[config.mk]
export PLATFORM = sky130hd
export DESIGN_NAME = symbol_scroller_flat
export DESIGN_NICKNAME = d
export VERILOG_FILES = /design/src/rtl/scroll_pkg.sv /design/src/rtl/symbol_scroller_if.sv /design/src/rtl/tick_prescaler.sv /design/src/rtl/symbol_scroller.sv /design/src/flat_wrapper.sv
export SDC_FILE = /design/constraint.sdc
export NUM_CORES = 1
export LEC_CHECK = 0
export ABC_AREA = 1
export ABC_CLOCK_PERIOD_IN_PS = 5100
export CAP_MARGIN = 30
export CORE_ASPECT_RATIO = 1.4
export CORE_MARGIN = 8
export CORE_UTILIZATION = 55
export CTS_CLUSTER_DIAMETER = 30
export DETAILED_ROUTE_END_ITERATION = 16
export MAX_ROUTING_LAYER = met4
export PLACE_DENSITY = 0.79
export SYNTH_ARGS = -nofsm -noshare
export SYNTH_HDL_FRONTEND = slang
export SYNTH_SLANG_ARGS = --single-unit
[constraint.sdc]
create_clock -name clk_i -period 5.1 [get_ports clk_i]
set_input_delay 0.51 -clock clk_i [delete_from_list [all_inputs] [get_ports clk_i]]
set_output_delay 0.51 -clock clk_i [all_outputs]
set_load 0.02 [all_outputs]
[src/rtl/scroll_pkg.sv]
// scroll_pkg: shared symbol, digit-count and FSM state types for the symbol scroller
package scroll_pkg;
    typedef logic [2:0] sym_t;
    localparam sym_t SYM_F = 3'b000;
    localparam sym_t SYM_L = 3'b001;
    localparam sym_t SYM_I = 3'b011;
    localparam int NUM_DIGITS = 6;
    typedef enum logic [1:0] {IDLE, RUN, HOLD} state_t;
endpackage

[src/rtl/symbol_scroller_if.sv]
// symbol_scroller_if: control inputs and digit/status outputs of the symbol scroller
interface symbol_scroller_if;
    import scroll_pkg::*;
    logic start_i, stop_i, pause_i, dir_i, one_shot_i;
    logic [3*NUM_DIGITS-1:0] digits_o;
    logic busy_o, wrap_o;
    modport master (
        output start_i, stop_i, pause_i, dir_i, one_shot_i,
        input digits_o, busy_o, wrap_o
    );
    modport slave (
        input start_i, stop_i, pause_i, dir_i, one_shot_i,
        output digits_o, busy_o, wrap_o
    );
endinterface

[src/rtl/tick_prescaler.sv]
// tick_prescaler: wrapping counter flagging the last cycle of each TICK_DIV interval
module tick_prescaler #(
    parameter int TICK_DIV = 25000000
) (
    input  logic clk_i,
    input  logic rst_n_i,
    input  logic clr_i,
    input  logic en_i,
    output logic tick_o
);
    localparam int W = $clog2(TICK_DIV);
    localparam logic [W-1:0] TC = W'(TICK_DIV - 1);
    logic [W-1:0] cnt;
    assign tick_o = cnt == TC;
    always_ff @(posedge clk_i) begin
        if (!rst_n_i || clr_i)
            cnt <= '0;
        else if (en_i)
            cnt <= tick_o ? '0 : cnt + 1'b1;
    end
endmodule

[src/rtl/symbol_scroller.sv]
// symbol_scroller: scrolls a six-digit window of 3-bit symbol codes through a short message
module symbol_scroller
    import scroll_pkg::*;
#(
    parameter int TICK_DIV = 25000000,
    parameter int MSG_LEN = 8,
    parameter logic [23:0] MSG = 24'o31031031
) (
    input logic clk_i,
    input logic rst_n_i,
    symbol_scroller_if.slave bus
);
    localparam logic [2:0] LAST = 3'(MSG_LEN - 1);
    state_t state;
    logic [2:0] pos, pos_next;
    logic tick, run_en, step, wraps, busy, wrap;
    logic [2:0] idx [NUM_DIGITS];
    sym_t [NUM_DIGITS-1:0] digits;
    assign run_en = state == RUN && !bus.stop_i && !bus.pause_i;
    assign step = run_en && tick;
    assign wraps = bus.dir_i ? pos == '0 : pos == LAST;
    assign pos_next = bus.dir_i ? (pos == '0 ? LAST : pos - 3'd1) : (pos == LAST ? '0 : pos + 3'd1);
    assign bus.busy_o = busy;
    assign bus.wrap_o = wrap;
    assign bus.digits_o = digits;
    tick_prescaler #(.TICK_DIV(TICK_DIV)) u_tick (
        .clk_i   (clk_i),
        .rst_n_i (rst_n_i),
        .clr_i   (state == IDLE || bus.stop_i),
        .en_i    (run_en),
        .tick_o  (tick)
    );
    always_ff @(posedge clk_i) begin
        if (!rst_n_i) begin
            state <= IDLE;
            pos <= '0;
            busy <= 1'b0;
            wrap <= 1'b0;
        end else begin
            wrap <= step && wraps;
            if (step)
                pos <= pos_next;
            case (state)
                IDLE: if (bus.start_i && !bus.stop_i) begin
                    state <= RUN;
                    busy <= 1'b1;
                end
                RUN: if (bus.stop_i || (step && wraps && bus.one_shot_i)) begin
                    state <= IDLE;
                    busy <= 1'b0;
                end else if (bus.pause_i)
                    state <= HOLD;
                HOLD: if (bus.stop_i) begin
                    state <= IDLE;
                    busy <= 1'b0;
                end else if (!bus.pause_i)
                    state <= RUN;
                default: begin
                    state <= IDLE;
                    busy <= 1'b0;
                end
            endcase
        end
    end
    // each digit index is the previous one plus one, folded back by a single compare-and-subtract
    assign idx[0] = pos;
    for (genvar k = 1; k < NUM_DIGITS; k++) begin : g_idx
        logic [3:0] s;
        assign s = {1'b0, idx[k-1]} + 4'd1;
        assign idx[k] = 3'(s >= 4'(MSG_LEN) ? s - 4'(MSG_LEN) : s);
    end
    always_comb begin
        digits = '0;
        for (int k = 0; k < NUM_DIGITS; k++)
            digits[k] = MSG[3*idx[k] +: 3];
    end
endmodule

[src/flat_wrapper.sv]
// flat-port wrapper written by rule: the top's interface ports become plain ports
module symbol_scroller_flat import scroll_pkg::*;
#(
    parameter int TICK_DIV = 25000000,
    parameter int MSG_LEN = 8,
    parameter logic [23:0] MSG = 24'o31031031
)
  (clk_i, rst_n_i, bus_start_i, bus_stop_i, bus_pause_i, bus_dir_i, bus_one_shot_i, bus_digits_o, bus_busy_o, bus_wrap_o);
  symbol_scroller_if bus_i ();
  input logic clk_i;
  input logic rst_n_i;
  input wire logic [$bits(bus_i.start_i)-1:0] bus_start_i;
  input wire logic [$bits(bus_i.stop_i)-1:0] bus_stop_i;
  input wire logic [$bits(bus_i.pause_i)-1:0] bus_pause_i;
  input wire logic [$bits(bus_i.dir_i)-1:0] bus_dir_i;
  input wire logic [$bits(bus_i.one_shot_i)-1:0] bus_one_shot_i;
  output wire logic [$bits(bus_i.digits_o)-1:0] bus_digits_o;
  output wire logic [$bits(bus_i.busy_o)-1:0] bus_busy_o;
  output wire logic [$bits(bus_i.wrap_o)-1:0] bus_wrap_o;
  assign bus_i.start_i = bus_start_i;
  assign bus_i.stop_i = bus_stop_i;
  assign bus_i.pause_i = bus_pause_i;
  assign bus_i.dir_i = bus_dir_i;
  assign bus_i.one_shot_i = bus_one_shot_i;
  assign bus_digits_o = bus_i.digits_o;
  assign bus_busy_o = bus_i.busy_o;
  assign bus_wrap_o = bus_i.wrap_o;
  symbol_scroller #(.TICK_DIV(TICK_DIV), .MSG_LEN(MSG_LEN), .MSG(MSG)) u_core (.clk_i(clk_i), .rst_n_i(rst_n_i), .bus(bus_i));
endmodule
# After elaboration in Yosys (flattened, before gate mapping)
# Index checks and enable logic that the tools add are counted.
# totals
ff_bits,32
inputBits,7
output_inout_bits,20
elab_cells,80
# classes
add_sub_neg,13
n_mul,6
order_cmp,5
n_eq_ne,9
shift,6
mux,20
reduce_logical,16
# ops
cell,n
variable part select 24 x 6 -> 3 bit (first input constant),6
multiplier 2 x 3 -> 5 bit (first input constant),6
adder 25 x 1 -> 25 bit (second input constant),1
equality test 25 bit (second input constant),1
two-way mux 25 bit,1
two-way mux 3 bit,8
adder 3 x 1 -> 4 bit (second input constant),5
greater-or-equal comparator 4 bit (second input constant),5
subtractor 3 x 1 -> 3 bit (second input constant),6
two-way mux 2 bit,5
logical AND 1 bit,6
inequality test 2 bit (second input constant),3
inequality test 3 bit (second input constant),2
one-hot mux 2 bit (3 select lines),1
AND reduction 3 bit,2
two-way mux 1 bit,4
adder 3 x 1 -> 3 bit (second input constant),1
equality test 3 bit (second input constant),1
zero test 1 bit,3
zero test 3 bit,1
logical OR 1 bit,3
one-hot mux 1 bit (3 select lines),1
equality test 2 x 1 -> 1 bit (second input constant),1
equality test 2 bit (second input constant),1
zero test 2 bit,1

# Logic depth before layout (Yosys ltp)
# Gate-level depths: netlist of run 1.
# logic_depth
ltp_word,17
ltp_mapped,12

# Cells and area by module
# A second synthesis of run 1 with hierarchy kept.
# unflattened
cells_unflattened,353
hier_area_um2,2311.0
# modules_own_cells
module,n_inst,cells_each,area_per_inst_um2
tick_prescaler,1,215,1458.9
symbol_scroller,1,138,852.1

# Worst setup path after synthesis of run 1
# OpenSTA, ideal clock, no wires.
# synth_timing
kind,register to output
start,register u_core.pos[0]
end,output bus_digits_o[15]
arrival_ns,2.108
slack_ns,2.482
path_stages_with_launch,11
path_buffers,1
path_cell_list,dfxtp_1 ha_1 ha_1 buf_6 xnor2_2 nand2_1 nand2_2 nand2_1 nand2_2 xnor2_1 o21ai_0
# synth_via
elab_chain_len,17
elab_cells_between_ends,22
cone_classes,add/sub (10); mul (1); order compare (5); shift (1); mux (5)
# synth_rtl
element,line,rtl
"start, declared",symbol_scroller.sv:15,"logic [2:0] pos, pos_next;"
"start signal, assigned",symbol_scroller.sv:42,pos <= pos_next;
adder 3 x 1 -> 4 bit (*),symbol_scroller.sv:69,"assign s = {1'b0, idx[k-1]} + 4'd1;"
greater-or-equal comparator 4 bit / subtractor 3 x 1 -> 3 bit (equally long branches),symbol_scroller.sv:70,assign idx[k] = 3'(s >= 4'(MSG_LEN) ? s - 4'(MSG_LEN) : s);
two-way mux 3 bit (*),symbol_scroller.sv:70,
adder 3 x 1 -> 4 bit (*),symbol_scroller.sv:69,
greater-or-equal comparator 4 bit / subtractor 3 x 1 -> 3 bit (equally long branches),symbol_scroller.sv:70,
two-way mux 3 bit (*),symbol_scroller.sv:70,
adder 3 x 1 -> 4 bit (*),symbol_scroller.sv:69,
greater-or-equal comparator 4 bit / subtractor 3 x 1 -> 3 bit (equally long branches),symbol_scroller.sv:70,
two-way mux 3 bit (*),symbol_scroller.sv:70,
adder 3 x 1 -> 4 bit (*),symbol_scroller.sv:69,
greater-or-equal comparator 4 bit / subtractor 3 x 1 -> 3 bit (equally long branches),symbol_scroller.sv:70,
two-way mux 3 bit (*),symbol_scroller.sv:70,
adder 3 x 1 -> 4 bit (*),symbol_scroller.sv:69,
greater-or-equal comparator 4 bit / subtractor 3 x 1 -> 3 bit (equally long branches),symbol_scroller.sv:70,
two-way mux 3 bit (*),symbol_scroller.sv:70,
multiplier 2 x 3 -> 5 bit (*),symbol_scroller.sv:75,digits[k] = MSG[3*idx[k] +: 3];
variable part select 24 x 6 -> 3 bit (*),symbol_scroller.sv:75,
"end, declared",flat_wrapper.sv:17,output wire logic [$bits(bus_i.digits_o)-1:0] bus_digits_o;
# Every way passes the cells marked *; elsewhere a longest branch is shown, timed or not.

# Worst setup path after layout of run 1
# layout_timing
start,register u_core.pos[0]
end,output bus_digits_o[16]
# Same word-level chain as after synthesis.

==> flow_summary_export.csv, run 1 <==
group,metric,value,unit
timing,finalCriticalPeriod,3.41,ns
cts,cts_num_sinks,32,
hold_path,hold_class,"reg2reg",
timing,setup_violations,0,
timing,fmax,294,MHz
cts,cts_tree,"yes",
grt,grt_pass1_wl,9490,microns
pwr,power_density,208,nW/um^2
cts,cts_setup_buffers,0,
floorplanning,rows,28,
floorplanning,start_util,56.0,%
finish,final_area,2620,sq um
routing,wirelength,5440,microns
synth,synth_edf_count,0,
finish,layout-drive-gt1-share,7.27,%
synth,netlist_area,2330,sq um
flow_run,max-cap-violations,0,
timing,worst_clock_skew,0.00871,ns
timing,grt_setup_unrepaired,"no",
critical_path,critPathArrivalTime,2.90,ns
placed_design,place_area,2520,sq um
placed_design,gp_congestion,0.914,
timing,relSlewSlack,51.6,%
cts,cts_root_buf,"clkbuf_8",
routing,route.detailed.drc,0,
timing,finalHoldViolCount,0,
timing,drv_slew,0,
synth,avgSynthCellArea,6.19,sq um
critical_path,startpoint_type,"register",
synth,synth_cells,377,
grt,grt_max_degree,12,
finish,fillers,402,
synth,yosysSeqAreaShare,27.5,%
floorplanning,core,4170,sq um
finish,layout-area-overhead-vs-synth,12.1,%
timing,tightest_slew,0.722,ns
cts,postCtsHoldBufs,0,
cts,ctsHtreeMaxLevel,2,
synth,yosys_warnings,0,
grt,first_global_vias,2292,
routing,first_iter_violations,125,
timing,setup_tns,0,ns
floorplanning,die_y,93.1,microns
cts,cts_buffers,5,
timing,fin_crit_sh,66.8,%
synth,synth_top_cell_area_share,27.5,%
synth,ys_top_cells_by_area,"dfxtp_1, nand2_1, nor2_1, inv_1, ha_1",
synth,synth_top_cell_by_area,"dfxtp_1",
routing,drtPass1Iterations,4,
synth,async_flop_share,0,%
grt,antenna_found_initial,0,
critical_path,crit_type,"reg2out",
routing,ant_nets,0,
cts,cts-resized-gates,0,
finish,antenna_cells,0,
critical_path,crit_fanout,7,
cts,path_clk_slew,0.07,ns
critical_path,endpoint_kind,"primary output",
floorplanning,boundaryPins,27,
synth,synth-seq-cells,32,
grt,grtUsageTotal,18.0,%
pwr,peakVddDrop,0.133,mV
placed_design,numPortBuffers,20,
floorplanning,die-area,6610,sq um
pwr,p_leak,1.02,nW
cts,clkLatencyLatePin,0.29,ns
synth,yosys_most_used_dff,"dfxtp_1",
cts,clk_path_buf_depth,2,
routing,wire_per_inst,12.3,microns
finish,finalNetCount,415,
floorplanning,die_width,71.1,microns
grt,grt-ovfl-total,0,
routing,vias,2345,
run_status,outcome,"completed",
placed_design,hpwl,4370,microns
synth,yosysUniqueCellTypes,35,
critical_path,cp_data_required_time,4.59,ns
routing,drt-vias-per-instance,5.28,
## Yosys cell counts (2+ instances only)
library cell,count
a21o_1,3
a21oi_1,18
and3_1,2
buf_4,6
buf_6,3
dfxtp_1,32
ha_1,10
inv_1,42
inv_2,5
nand2_1,103
nand2_2,6
nand3_1,17
nand4_1,6
nor2_1,65
nor2_4,3
nor3_1,9
nor4_1,2
o21ai_0,24
xnor2_1,2
xor2_1,4
## cell usage in the layout, fill, tap and decap left out, types with 5 or more instances in the layout
cell type,instances
nor2_1,65
conb_1,6
clkdlybuf4s50_1,20
o21ai_0,24
nand3_1,17
inv_2,5
dfxtp_1,32
ha_1,10
a21oi_1,18
inv_1,42
nand2_2,6
nand2_1,103
nor3_1,9
nand4_1,6
clkbuf_8,6
## cells by family after synthesis
group	count (synthesis)	share of synthesized area, %
simple gates	220	41.4
other cells	1	0.161
compound gates	48	10.9
xor+xnor	7	2.95
buf+inv	58	11.3
fa+ha+maj	10	5.36
flops	32	27.5
mux	1	0.429
## sequential cells by signal (all words and copies together), names as in the netlist
signal / count
u_core.pos: 3
u_core.u_tick.cnt: 25
u_core.state: 2
u_core.bus.wrap_o: 1
u_core.bus.busy_o: 1
## metal layers
layer  GRT usage, %  up-vias  part of all wire, %
met1           16.7     1037                   41
met5              -        -                    0
met2           32.4       61                   50
li1               -     1226                    -
met4           11.1        0                  4.4
met3           4.39       21                  4.5
## final cells by class
cell class	count	area [sq um]	share of cell area (%)
multi-input combinational	292	1450	55.4
sequential	32	641	24.5
timing repair buffer	20	200	7.66
inverter	47	176	6.75
clock buffer	7	86.3	3.30
tap	45	56.3	2.15
clock inverter	1	7.51	0.287
## power by group
group          total [mW]  switching, mW  internal (mW)
sequential          0.262        0.00561          0.256
combinational      0.0736         0.0476         0.0260
clock               0.209         0.0993          0.110
## through the flow
| stage | util, % | std cells | power (mW) | setup slack (ns) | hold slack [ns] |
|---|---|---|---|---|---|
| final | 62.7 | 444 | 0.544 | 1.69 | 0.484 |
| after detailed placement | 60.5 | 436 | 0.341 | 1.98 | 0.473 |
| after global placement | 60.5 | 436 | 0.340 | 2.05 | 0.463 |
| after CTS | 62.7 | 444 | 0.549 | 1.67 | 0.485 |
| after global routing | 62.7 | 444 | 0.571 | 1.48 | 0.502 |
| after floorplan | - | 382 | 0.326 | 2.48 | 0.443 |
## final timing paths
check / startpoint / to / slack [ns] / cells past startpoint
worst max-delay path: u_core.pos[0]$_SDFFE_PN0P_ / bus_digits_o[16] / 1.69 / 11
worst min-delay path: u_core.u_tick.cnt[5]$_SDFFE_PP0P_ / u_core.u_tick.cnt[5]$_SDFFE_PP0P_ / 0.48 / 2
worst max register to register: u_core.state[0]$_SDFFE_PN0P_ / u_core.u_tick.cnt[24]$_SDFFE_PP0P_ / 3.05 / 10
worst min register to register: u_core.u_tick.cnt[5]$_SDFFE_PP0P_ / u_core.u_tick.cnt[5]$_SDFFE_PP0P_ / 0.48 / 2
## critical path, stage by stage (launching register included)
cell and delay [ns]:
dfxtp_1 0.37, ha_1 0.25, ha_1 0.39, xnor2_2 0.24
nand2_1 0.12, nand2_2 0.12, nand2_1 0.07, nand2_2 0.09
xnor2_1 0.19, nand2_1 0.08, o21ai_0 0.07, clkdlybuf4s50_1 0.62
Power figures use the tool's default switching activity.
==> run 2, diff against run 1 <==
- ABC_CLOCK_PERIOD_IN_PS: 5100 -> 3100
- CORE_UTILIZATION: 55 -> 51
- PLACE_DENSITY: 0.79 -> 0.77
- clock period: 5.1 -> 3.1 ns (I/O delays scaled with it)
==> run 2 against run 1 <==
Net effect:
- sequential cell count unchanged
- clock power increased by 91%
- combinational power increased by 67%
- final cell count increased by 4.5%
- sequential share of layout area decreased by 0.58 points
==> flow_summary_export.csv, run 2 (synthesis results as in run 1) <==
group,metric,value,unit
run_status,outcome,"completed",
finish,largest_reg_flops,25,
timing,holdWs,0.479,ns
cts,clk_path_buf_depth,2,
critical_path,cp_data_required_time,2.79,ns
finish,fillers,433,
timing,grt_setup_unrepaired,"no",
flow_run,max-cap-violations,0,
floorplanning,core,4460,sq um
finish,regMostFlops,"u_core.u_tick.cnt",
timing,drv_slew,0,
critical_path,crit_type,"reg2out",
finish,layout-area-overhead-vs-synth,15.0,%
grt,grtUsageTotal,16.9,%
hold_path,hold_class,"reg2reg",
floorplanning,start_util,52.3,%
placed_design,place_area,2550,sq um
finish,ff_latch_area,642,sq um
routing,ant_nets,0,
critical_path,startpoint_type,"register",
floorplanning,boundaryPins,27,
routing,drtPass1Iterations,4,
routing,drt-vias-per-instance,5.03,
finish,finalNetCount,418,
timing,finalCriticalPeriod,2.92,ns
finish,multi_input_area,1460,sq um
pwr,p_leak,1.06,nW
finish,antenna_cells,0,
cts,ctsHtreeMaxLevel,2,
finish,fin_cells,464,
cts,path_clk_slew,0.07,ns
cts,clkLatencyLatePin,0.29,ns
timing,setup_tns,0,ns
finish,layout-drive-gt1-share,8.46,%
cts,cts_num_sinks,32,
finish,final_area,2680,sq um
critical_path,endpoint_kind,"primary output",
placed_design,dp_cells,454,
grt,grt-ovfl-total,0,
grt,antenna_found_initial,0,
routing,route.detailed.drc,0,
routing,wirelength,5590,microns
routing,first_iter_violations,129,
pwr,peakVddDrop,0.216,mV
grt,grt_pass1_wl,9140,microns
timing,finalHoldViolCount,0,
cts,postCtsHoldBufs,0,
hold_path,hold-path-cell-count,1,
grt,first_global_vias,2169,
timing,worst_clock_skew,0.00823,ns
routing,wire_per_inst,12.1,microns
finish,layout_common_cells,"nand2_1, nor2_1, inv_1, dfxtp_1, o21ai_0",
finish,final_common_cell,"nand2_1",
grt,grt_max_degree,12,
pwr,power_density,355,nW/um^2
critical_path,r2r_cells,10,
routing,vias,2333,
cts,cts_tree,"yes",
floorplanning,die-area,7030,sq um
timing,fmax,342,MHz
critical_path,critPathArrivalTime,2.61,ns
cts,cts_buffers,5,
floorplanning,die_y,96.0,microns
cts,cts_root_buf,"clkbuf_8",
timing,fin_crit_sh,94.3,%
finish,reg_top3,"u_core.u_tick.cnt (25), u_core.pos (3), u_core.state (2)",
timing,setup_violations,0,
placed_design,gp_congestion,0.938,
placed_design,hpwl,4420,microns
critical_path,crit_fanout,7,
floorplanning,rows,29,
placed_design,numPortBuffers,20,
floorplanning,die_width,73.2,microns
## run 2: cell count changes in the layout (fill, tap and decap cells not counted), sizes merged
| cell | change |
|---|---|
| bufinv | +1 |
| dlygate4sd2 | +2 |
| dlymetal6s2s | +2 |
| clkinv | +1 |
| buf | +3 |
| clkinvlp | -1 |
| clkdlybuf4s50 | -4 |
| clkbuf | -1 |
## run 2: routing by layer
| metal | track usage (%) | routed length, microns | vias up | part of all wire, % |
|---|---|---|---|---|
| met5 | - | 0 | - | 0 |
| met3 | 3.13 | 279 | 13 | 5.0 |
| met1 | 16.0 | 2210 | 1027 | 40 |
| li1 | - | - | 1229 | - |
| met4 | 10.6 | 184 | 0 | 3.3 |
| met2 | 30.7 | 2920 | 64 | 52 |
## run 2: critical path, cell delays in order (launching register included)
cell	delay, ns
dfxtp_1	0.36
ha_1	0.23
ha_1	0.39
xnor2_2	0.28
nand2_1	0.12
nand2_2	0.12
mux2i_1	0.21
clkdlybuf4s50_1	0.63
## run 2: area by class of cell
class / instances / area share, %
multi-input cells: 292 / 54.2
flip-flops and latches: 32 / 23.9
repair buffers: 23 / 8.39
inverters: 47 / 6.57
well taps: 62 / 2.89
clock buffers: 6 / 2.70
clock inverters: 2 / 1.31
## run 2: metrics by stage
step / setup slack (ns) / total power [mW] / util, %
floorplan: 0.682 / 0.536 / -
detailed placement: 0.160 / 0.563 / 57.1
CTS: 0.0685 / 0.958 / 59.7
global route: 0.0233 / 0.990 / 60.1
finish: 0.176 / 0.953 / 60.1
global placement: 0.240 / 0.561 / 57.1
## run 2: power by group
| group | total [mW] | internal [mW] | leakage (nW) | switching, mW |
|---|---|---|---|---|
| logic | 0.123 | 0.0438 | 0.745 | 0.0790 |
| clock network | 0.399 | 0.239 | 0.0552 | 0.161 |
| registers | 0.431 | 0.421 | 0.259 | 0.00977 |
| total | 0.953 | 0.704 | 1.06 | 0.249 |
## run 2: worst paths after layout
kind / startpoint / end / slack, ns
max reg2reg: u_core.state[1]$_SDFFE_PN0P_ / u_core.u_tick.cnt[10]$_SDFFE_PP0P_ / 1.18
max: u_core.pos[1]$_SDFFE_PN0P_ / bus_digits_o[9] / 0.18
min: u_core.u_tick.cnt[12]$_SDFFE_PP0P_ / u_core.u_tick.cnt[12]$_SDFFE_PP0P_ / 0.48
min reg2reg: u_core.u_tick.cnt[12]$_SDFFE_PP0P_ / u_core.u_tick.cnt[12]$_SDFFE_PP0P_ / 0.48
## run 2: timing repair
action / 4_1_cts / 5_1_grt
buffers inserted: 0 / 2
setup endpoints to repair: 2 / 5
resized for setup: 3 / 3
pin swaps: 0 / 1
